## src/rtl/sound_fx_if.sv

```systemverilog
// Game-to-audio link: ball position and out-of-bounds flags toward the
// effects stage, plus the mute control and the tone status coming back.
interface sound_fx_if;
  logic       mute;
  logic [7:0] ball_x;
  logic [7:0] ball_y;
  logic       out_left;
  logic       out_right;
  logic       speaker;
  logic       busy;
  logic [1:0] tone_id;

  // Game/system side: drives position, flags and mute; observes tone state
  modport master (
    output mute, ball_x, ball_y, out_left, out_right,
    input  speaker, busy, tone_id
  );

  // Effects stage side
  modport slave (
    input  mute, ball_x, ball_y, out_left, out_right,
    output speaker, busy, tone_id
  );
endinterface

```

## src/rtl/sound_fx.sv

```systemverilog
// Audio effects stage: infers wall bounces, paddle hits and goals from the
// ball trajectory and plays square-wave blips or a two-tone goal jingle.
module sound_fx #(
  parameter int DIVWIDTH     = 16,
  parameter int DURWIDTH     = 23,
  parameter int WALL_HALF    = 32000,
  parameter int PADDLE_HALF  = 16000,
  parameter int GOAL_HI_HALF = 12000,
  parameter int GOAL_LO_HALF = 24000,
  parameter int BLIP_LEN     = 1600000,
  parameter int GOAL_LEN     = 4000000
) (
  input  logic       clk,
  input  logic       reset,
  sound_fx_if.slave  bus
);

  typedef enum logic [1:0] {IDLE, BLIP, GOAL_HI, GOAL_LO} state_t;

  // Divider and duration terminal counts (counters run 0..N-1)
  localparam logic [DIVWIDTH-1:0] WALL_HM1    = DIVWIDTH'(WALL_HALF - 1);
  localparam logic [DIVWIDTH-1:0] PADDLE_HM1  = DIVWIDTH'(PADDLE_HALF - 1);
  localparam logic [DIVWIDTH-1:0] GOAL_HI_HM1 = DIVWIDTH'(GOAL_HI_HALF - 1);
  localparam logic [DIVWIDTH-1:0] GOAL_LO_HM1 = DIVWIDTH'(GOAL_LO_HALF - 1);
  localparam logic [DURWIDTH-1:0] BLIP_END    = DURWIDTH'(BLIP_LEN - 1);
  localparam logic [DURWIDTH-1:0] GOAL_END    = DURWIDTH'(GOAL_LEN - 1);

  // ---- stage p0: registered samples of the game outputs ----
  logic [7:0] x_p0, y_p0;
  logic       outl_p0, outr_p0;

  // Sample game inputs every cycle; event logic only looks at these copies
  always_ff @(posedge clk or negedge reset) begin
    if (!reset) begin
      x_p0    <= '0;
      y_p0    <= '0;
      outl_p0 <= 1'b0;
      outr_p0 <= 1'b0;
    end else begin
      x_p0    <= bus.ball_x;
      y_p0    <= bus.ball_y;
      outl_p0 <= bus.out_left;
      outr_p0 <= bus.out_right;
    end
  end

  // ---- event detection: sample versus previous sample ----
  logic [7:0] prev_x, prev_y;
  logic       dir_x, dir_y;      // last direction of travel, 1 = increasing
  logic       vld_x, vld_y;      // direction known since last serve/reset
  logic       out_prev;

  logic       out_now;
  logic       chg_x, chg_y, up_x, up_y;
  logic       rev_x, rev_y, goal_ev;
  logic [1:0] ev_pri;

  assign out_now = outl_p0 | outr_p0;
  assign chg_x   = (x_p0 != prev_x);
  assign chg_y   = (y_p0 != prev_y);
  assign up_x    = (x_p0 > prev_x);
  assign up_y    = (y_p0 > prev_y);
  // A reversal needs a known previous direction; nothing counts while out
  assign rev_x   = chg_x & vld_x & (up_x != dir_x) & ~out_now;
  assign rev_y   = chg_y & vld_y & (up_y != dir_y) & ~out_now;
  assign goal_ev = out_now & ~out_prev;

  // Track per-axis direction; holding out clears validity so the serve
  // re-seeds direction instead of looking like a bounce
  always_ff @(posedge clk or negedge reset) begin
    if (!reset) begin
      prev_x   <= '0;
      prev_y   <= '0;
      dir_x    <= 1'b0;
      dir_y    <= 1'b0;
      vld_x    <= 1'b0;
      vld_y    <= 1'b0;
      out_prev <= 1'b0;
    end else begin
      out_prev <= out_now;
      if (chg_x) begin
        prev_x <= x_p0;
        dir_x  <= up_x;
      end
      if (chg_y) begin
        prev_y <= y_p0;
        dir_y  <= up_y;
      end
      if (out_now)    vld_x <= 1'b0;
      else if (chg_x) vld_x <= 1'b1;
      if (out_now)    vld_y <= 1'b0;
      else if (chg_y) vld_y <= 1'b1;
    end
  end

  // Event priority: goal > paddle (x reversal) > wall (y reversal)
  always_comb begin
    ev_pri = 2'd0;
    if (goal_ev)    ev_pri = 2'd3;
    else if (rev_x) ev_pri = 2'd2;
    else if (rev_y) ev_pri = 2'd1;
  end

  // ---- stage p1: tone state machine and generators ----
  state_t              state;
  logic [1:0]          tone_id;
  logic                busy;
  logic                tone_bit;
  logic [DIVWIDTH-1:0] half_m1;
  logic [DIVWIDTH-1:0] div;
  logic [DURWIDTH-1:0] dur;
  logic [DURWIDTH-1:0] dur_end;
  logic                start;

  // Equal-or-higher priority restarts; IDLE has tone_id 0 so anything starts
  assign start   = (ev_pri != 2'd0) && (ev_pri >= tone_id);
  assign dur_end = (state == BLIP) ? BLIP_END : GOAL_END;

  // Tone sequencing, divider and duration counting with registered status
  always_ff @(posedge clk or negedge reset) begin
    if (!reset) begin
      state    <= IDLE;
      tone_id  <= 2'd0;
      busy     <= 1'b0;
      tone_bit <= 1'b0;
      half_m1  <= '0;
      div      <= '0;
      dur      <= '0;
    end else if (start) begin
      div      <= '0;
      dur      <= '0;
      tone_bit <= 1'b0;
      busy     <= 1'b1;
      tone_id  <= ev_pri;
      if (ev_pri == 2'd3) begin
        state   <= GOAL_HI;
        half_m1 <= GOAL_HI_HM1;
      end else begin
        state   <= BLIP;
        half_m1 <= (ev_pri == 2'd2) ? PADDLE_HM1 : WALL_HM1;
      end
    end else if (state != IDLE) begin
      if (div == half_m1) begin
        div      <= '0;
        tone_bit <= ~tone_bit;
      end else begin
        div <= div + DIVWIDTH'(1);
      end
      if (dur == dur_end) begin
        dur      <= '0;
        div      <= '0;
        tone_bit <= 1'b0;
        if (state == GOAL_HI) begin
          state   <= GOAL_LO;
          half_m1 <= GOAL_LO_HM1;
        end else begin
          state   <= IDLE;
          busy    <= 1'b0;
          tone_id <= 2'd0;
        end
      end else begin
        dur <= dur + DURWIDTH'(1);
      end
    end
  end

  // Mute only gates the pin; sequencing keeps running underneath
  assign bus.speaker = tone_bit & ~bus.mute & busy;
  assign bus.busy    = busy;
  assign bus.tone_id = tone_id;

endmodule

```

## src/flat_wrapper.sv

```systemverilog
// flat-port wrapper written by rule: the top's interface ports become plain ports
module sound_fx_flat 
#(
  parameter int DIVWIDTH     = 16,
  parameter int DURWIDTH     = 23,
  parameter int WALL_HALF    = 32000,
  parameter int PADDLE_HALF  = 16000,
  parameter int GOAL_HI_HALF = 12000,
  parameter int GOAL_LO_HALF = 24000,
  parameter int BLIP_LEN     = 1600000,
  parameter int GOAL_LEN     = 4000000
)
  (clk, reset, bus_mute, bus_ball_x, bus_ball_y, bus_out_left, bus_out_right, bus_speaker, bus_busy, bus_tone_id);
  sound_fx_if bus_i ();
  input  logic clk;
  input  logic reset;
  input wire logic [$bits(bus_i.mute)-1:0] bus_mute;
  input wire logic [$bits(bus_i.ball_x)-1:0] bus_ball_x;
  input wire logic [$bits(bus_i.ball_y)-1:0] bus_ball_y;
  input wire logic [$bits(bus_i.out_left)-1:0] bus_out_left;
  input wire logic [$bits(bus_i.out_right)-1:0] bus_out_right;
  output wire logic [$bits(bus_i.speaker)-1:0] bus_speaker;
  output wire logic [$bits(bus_i.busy)-1:0] bus_busy;
  output wire logic [$bits(bus_i.tone_id)-1:0] bus_tone_id;
  assign bus_i.mute = bus_mute;
  assign bus_i.ball_x = bus_ball_x;
  assign bus_i.ball_y = bus_ball_y;
  assign bus_i.out_left = bus_out_left;
  assign bus_i.out_right = bus_out_right;
  assign bus_speaker = bus_i.speaker;
  assign bus_busy = bus_i.busy;
  assign bus_tone_id = bus_i.tone_id;
  sound_fx #(.DIVWIDTH(DIVWIDTH), .DURWIDTH(DURWIDTH), .WALL_HALF(WALL_HALF), .PADDLE_HALF(PADDLE_HALF), .GOAL_HI_HALF(GOAL_HI_HALF), .GOAL_LO_HALF(GOAL_LO_HALF), .BLIP_LEN(BLIP_LEN), .GOAL_LEN(GOAL_LEN)) u_core (.clk(clk), .reset(reset), .bus(bus_i));
endmodule
```

## config.mk

```make
export PLATFORM = sky130hd
export DESIGN_NAME = sound_fx_flat
export DESIGN_NICKNAME = d
export VERILOG_FILES = /design/src/rtl/sound_fx_if.sv /design/src/rtl/sound_fx.sv /design/src/flat_wrapper.sv
export SDC_FILE = /design/constraint.sdc
export NUM_CORES = 1
export LEC_CHECK = 0
export CAP_MARGIN = 20
export CORE_MARGIN = 1
export CORE_UTILIZATION = 60
export CTS_CLUSTER_SIZE = 24
export DETAILED_ROUTE_END_ITERATION = 16
export PLACE_DENSITY = 0.88
export SLEW_MARGIN = 20
export SYNTH_ARGS = -nofsm -noshare
export SYNTH_HDL_FRONTEND = slang
export SYNTH_SLANG_ARGS = --single-unit
export TNS_END_PERCENT = 5
```

## constraint.sdc

```tcl
create_clock -name clk -period 4.29 [get_ports clk]
set_clock_uncertainty 0.1 [all_clocks]
set_input_delay 0.429 -clock clk [delete_from_list [all_inputs] [get_ports clk]]
set_output_delay 0.429 -clock clk [all_outputs]
set_load 0.01 [all_outputs]
```

==> out/summary.log <==
qor: run_status.result_of_the_run completed
qor: timing.timing.fmax 267.5 MHz
qor: finish.layout-drive-gt1-share 8.481%
qor: synth.total_nets_after_synthesis 525
qor: timing.grt_setup_unrepaired false
qor: synth.post-synth-top-area-fraction 48.92%
qor: power_and_ir_drop.power_density 425.2 mW/mm^2
qor: detailed_routing.drtPass1Iterations 5
qor: floorplanning.floorplan.die.width 90.08 um
qor: global_route.grt_start_max_net_pins 92
qor: synth.number_of_synthesized_flops_with_an_enable_pin 0
qor: detailed_routing.detail_route.vias_per_cell 6.234
qor: placed_design.place.gp.congestion 0.8806
qor: job.timing.max_cap.violations 0
qor: detailed_routing.drt_iter0_markers 282
qor: synth.syn_inst 484
qor: finish.flow.area_growth_from_synthesis 10.16%
qor: detailed_routing.met3_length 593 um
qor: synth.syn_area_per_cell 9.617 sq um
qor: critical_path.path_buf_inv 2
qor: power_and_ir_drop.netSwitchingPower 776.7 uW
qor: floorplanning.die_h 90.08 um
qor: critical_path.critical_path.startpoint_type flop
qor: detailed_routing.drc_errors 0
qor: finish.multi_input_area 0.002201 sq mm
qor: finish.sequential_cell_area 0.002277 sq mm
qor: critical_path.critPathMaxFanout 22
qor: floorplanning.fp_rows 31
qor: detailed_routing.detail_route.wirelength.met1 3.982 mm
qor: clocking.clock_tree.buffer_depth 2
qor: global_route.antenna_violations_before_repair 0
qor: critical_path.timing.critical_path.required 4450 ps
qor: global_route.grt_util_all_layers 26.15%
qor: critical_path.critPathArrivalTime 3890 ps
qor: power_and_ir_drop.irDropWorstVdd 284.7 uV
qor: detailed_routing.route.vias.total 3778
qor: floorplanning.floorplan.initialDensity 63.16%
qor: clocking.clk_tree_root_cell clkbuf_8
qor: synth.ys.warnings.count 0
qor: timing.timing.slew.headroom 28.29%
qor: synth.netlist-cell-type-count 51
qor: power_and_ir_drop.power.leakage 2.181 nW
qor: finish.n_fill_cell 576
qor: detailed_routing.met2WireLength 5.038 mm
qor: clocking.clkSlewWorstSetupHoldPaths 100 ps
qor: critical_path.max_stage_delay 490 ps
qor: detailed_routing.routed.top_layer met4
qor: global_route.first_pass_grt_wire_length 17.13 mm
qor: timing.tightestPinTransition 1074 ps
qor: timing.drv_slew 0
qor: clocking.cts-hold-fix-buffers 0
qor: worst_hold_path.path_type_of_the_worst_min_delay_path in2async
qor: placed_design.place.detailed.hpwl 6.802 mm
qor: detailed_routing.drtAntennaViolNets 0
qor: critical_path.timing.setup.critical_path_class reg2reg
qor: detailed_routing.wl_per_cell 16.23 um
qor: clocking.h-tree-depth 3
qor: synth.synth.cell_area 0.004654 sq mm
qor: floorplanning.io_pins 25
qor: placed_design.io_buffer_count 24
qor: synth.synth_area_leaders dfrtp_1 49%, ha_1 5.4%, a21oi_1 5.3%
qor: synth.synth.yosys.seq_area_share 48.92%
qor: power_and_ir_drop.power_switching_share 35.63%
qor: timing.holdWs 19.01 ps
qor: critical_path.worst_path_max_delay_cell nor4_1
qor: synth.synth_top_flop_cell dfrtp_1
qor: clocking.post_cts_resize_count 0
qor: power_and_ir_drop.comb_power_share 25.0%
qor: synth.synth_async_sr_flop_share 100.0%
qor: floorplanning.dieArea 0.008114 sq mm
qor: power_and_ir_drop.power.share.clock 25.6%
qor: critical_path.crit_family compound AO/OA/AOI/OAI gates
qor: synth.area_leader_netlist dfrtp_1
qor: critical_path.critPathCaptureType flop
qor: clocking.cts_tree built
qor: finish.net_total_in_the_final_layout 543
qor: timing.post-route-min-period 3738 ps
qor: clocking.post-cts-setup-buffers 0
qor: global_route.grt.overflow.total 0
qor: global_route.grt_pass1_vias 3771
qor: clocking.numCtsBuffers 9
qor: power_and_ir_drop.internal-power 1.403 mW
qor: finish.antenna_cells 0
qor: clocking.clkLatencyLatePin 370 ps
qor: power_and_ir_drop.p_seq_share 49.4%
qor: timing.portion_of_the_clock_cycle_consumed_by_the_worst_path_in_the_final_layout 87.13%
qor: clocking.numClockSinks 91
qor: critical_path.cell_breakdown_of_the_critical_path inv_1 > ha_1 > nor2b_1 > o211ai_1 > a21oi_1 > nor4_1 > nor2_1 > a21oi_1 > ha_1 > nand2b_1 > a21o_1 > o21a_1 > buf_4 > o31a_1
qor: floorplanning.fp.coreArea 0.007370 sq mm
qor: timing.fin_tns_setup 0 ps
qor: detailed_routing.drt-total-wl 9.833 mm
qor: timing.setup_viol 0
qor: synth.post_synthesis_sequential_element_count 91
qor: timing.finalHoldViolations 0
-- synth_stat cells, types with 2 or more instances --
| master | number |
|---|---|
| or4b_1 | 3 |
| buf_2 | 8 |
| nand3_1 | 14 |
| nor2_1 | 42 |
| nand3b_1 | 5 |
| nand2_1 | 36 |
| o21ai_0 | 33 |
| dfrtp_1 | 91 |
| nor4_1 | 7 |
| a21o_1 | 6 |
| nor3b_1 | 3 |
| xor2_1 | 3 |
| or4_1 | 4 |
| a31oi_1 | 7 |
| o211ai_1 | 3 |
| o31a_1 | 3 |
| clkbuf_1 | 8 |
| or3_1 | 17 |
| a21oi_1 | 49 |
| inv_1 | 20 |
| nand4_1 | 11 |
| or2_2 | 4 |
| o21a_1 | 5 |
| nand4b_1 | 3 |
| xnor2_1 | 4 |
| nor2b_1 | 9 |
| a311oi_1 | 2 |
| nor3_1 | 18 |
| ha_1 | 20 |
| and4_1 | 2 |
| and3_1 | 8 |
| mux2_2 | 14 |
| buf_6 | 2 |
| o21ai_1 | 3 |
-- area by class of cell --
type	instances	share of cell area [%]
repair buffers	27	5.149
multi-input cells	353	42.92
well taps	99	2.416
clock buffers	9	2.416
clock inverters	7	1.220
flip-flops and latches	91	44.41
inverters	20	1.464
-- kinds of logic after synthesis --
logic type               count (synthesis)  synth area share (%)
AND/OR/NAND/NOR                        191                 21.83
AO/OA/AOI/OAI                          121                 15.32
flip-flops                              91                 48.92
buffers and inverters                   40                 3.844
adder cells (fa/ha/maj)                 20                 5.376
multiplexers                            14                 3.387
XOR/XNOR                                 7                 1.317
-- power groups by stage --
stage	Clock [mW]	Combinational [mW]	Sequential, mW
3_3_place_gp	0	0.505	1.08
2_1_floorplan	0	0.393	1.06
5_1_grt	0.605	0.600	1.10
4_1_cts	0.571	0.543	1.08
6_report	0.558	0.546	1.08
3_5_place_dp	0	0.541	1.09
-- layer usage --
metal	vias to the layer above	GRT usage, %
li1	1785	-
met1	1814	32.31
met2	151	44.34
met3	28	6.345
met4	0	10.08
met5	-	0
-- through the flow --
stage | total power, mW | utilization (%) | cell area [sq um] | setup slack, ps | instances
floorplan | 1.451 | - | 4654 | 1241 | 484
global placement | 1.587 | 66.99 | 4937 | 769.6 | 590
detailed placement | 1.630 | 66.99 | 4937 | 578.0 | 590
CTS | 2.188 | 69.52 | 5124 | 540.9 | 606
global route | 2.301 | 69.58 | 5127 | 289.8 | 606
finish | 2.180 | 69.58 | 5127 | 552.0 | 606
-- registers in the layout, indices dropped and copies added, names as in the netlist, 2 cells and up --
name / count
u_core.dur: 23
u_core.prev_y: 8
u_core.div: 16
u_core.x_p0: 8
u_core.bus.tone_id: 2
u_core.half_m1: 7
u_core.prev_x: 8
u_core.y_p0: 8
u_core.state: 2
-- placed cells by master, fill, tap and decap left out, drive strengths merged, types with 4 or more instances in the layout --
cell type	netlist	routed
clkdlybuf4s50	0	23
nor4	7	7
nand2	36	36
mux2	14	14
nor2	42	42
or4	4	4
nor3	19	19
and3	8	8
clkbuf	8	9
a31oi	7	7
xnor2	4	4
dfrtp	91	91
o21ai	36	36
inv	20	26
buf	12	4
nor2b	9	9
or2	5	5
nand3	14	14
ha	20	20
or3	18	18
nand4	11	11
nand3b	5	5
o21a	5	5
a21o	6	6
a21oi	49	49
-- final timing paths --
path,startpoint,endpoint,slack [ps],cells after the start
max in group asynchronous,reset,u_core.half_m1[14],3530,1
min in group clk,bus_ball_x[1],u_core.x_p0[1],380,1
hold reg to reg,u_core.prev_y[0],u_core.prev_y[0],400,2
hold / removal,reset,u_core.dur[7],20,1
setup / recovery,u_core.prev_x[1],u_core.half_m1[14],550,14
setup reg to reg,u_core.prev_x[1],u_core.half_m1[14],550,14
(Power assumes the default switching activity.)
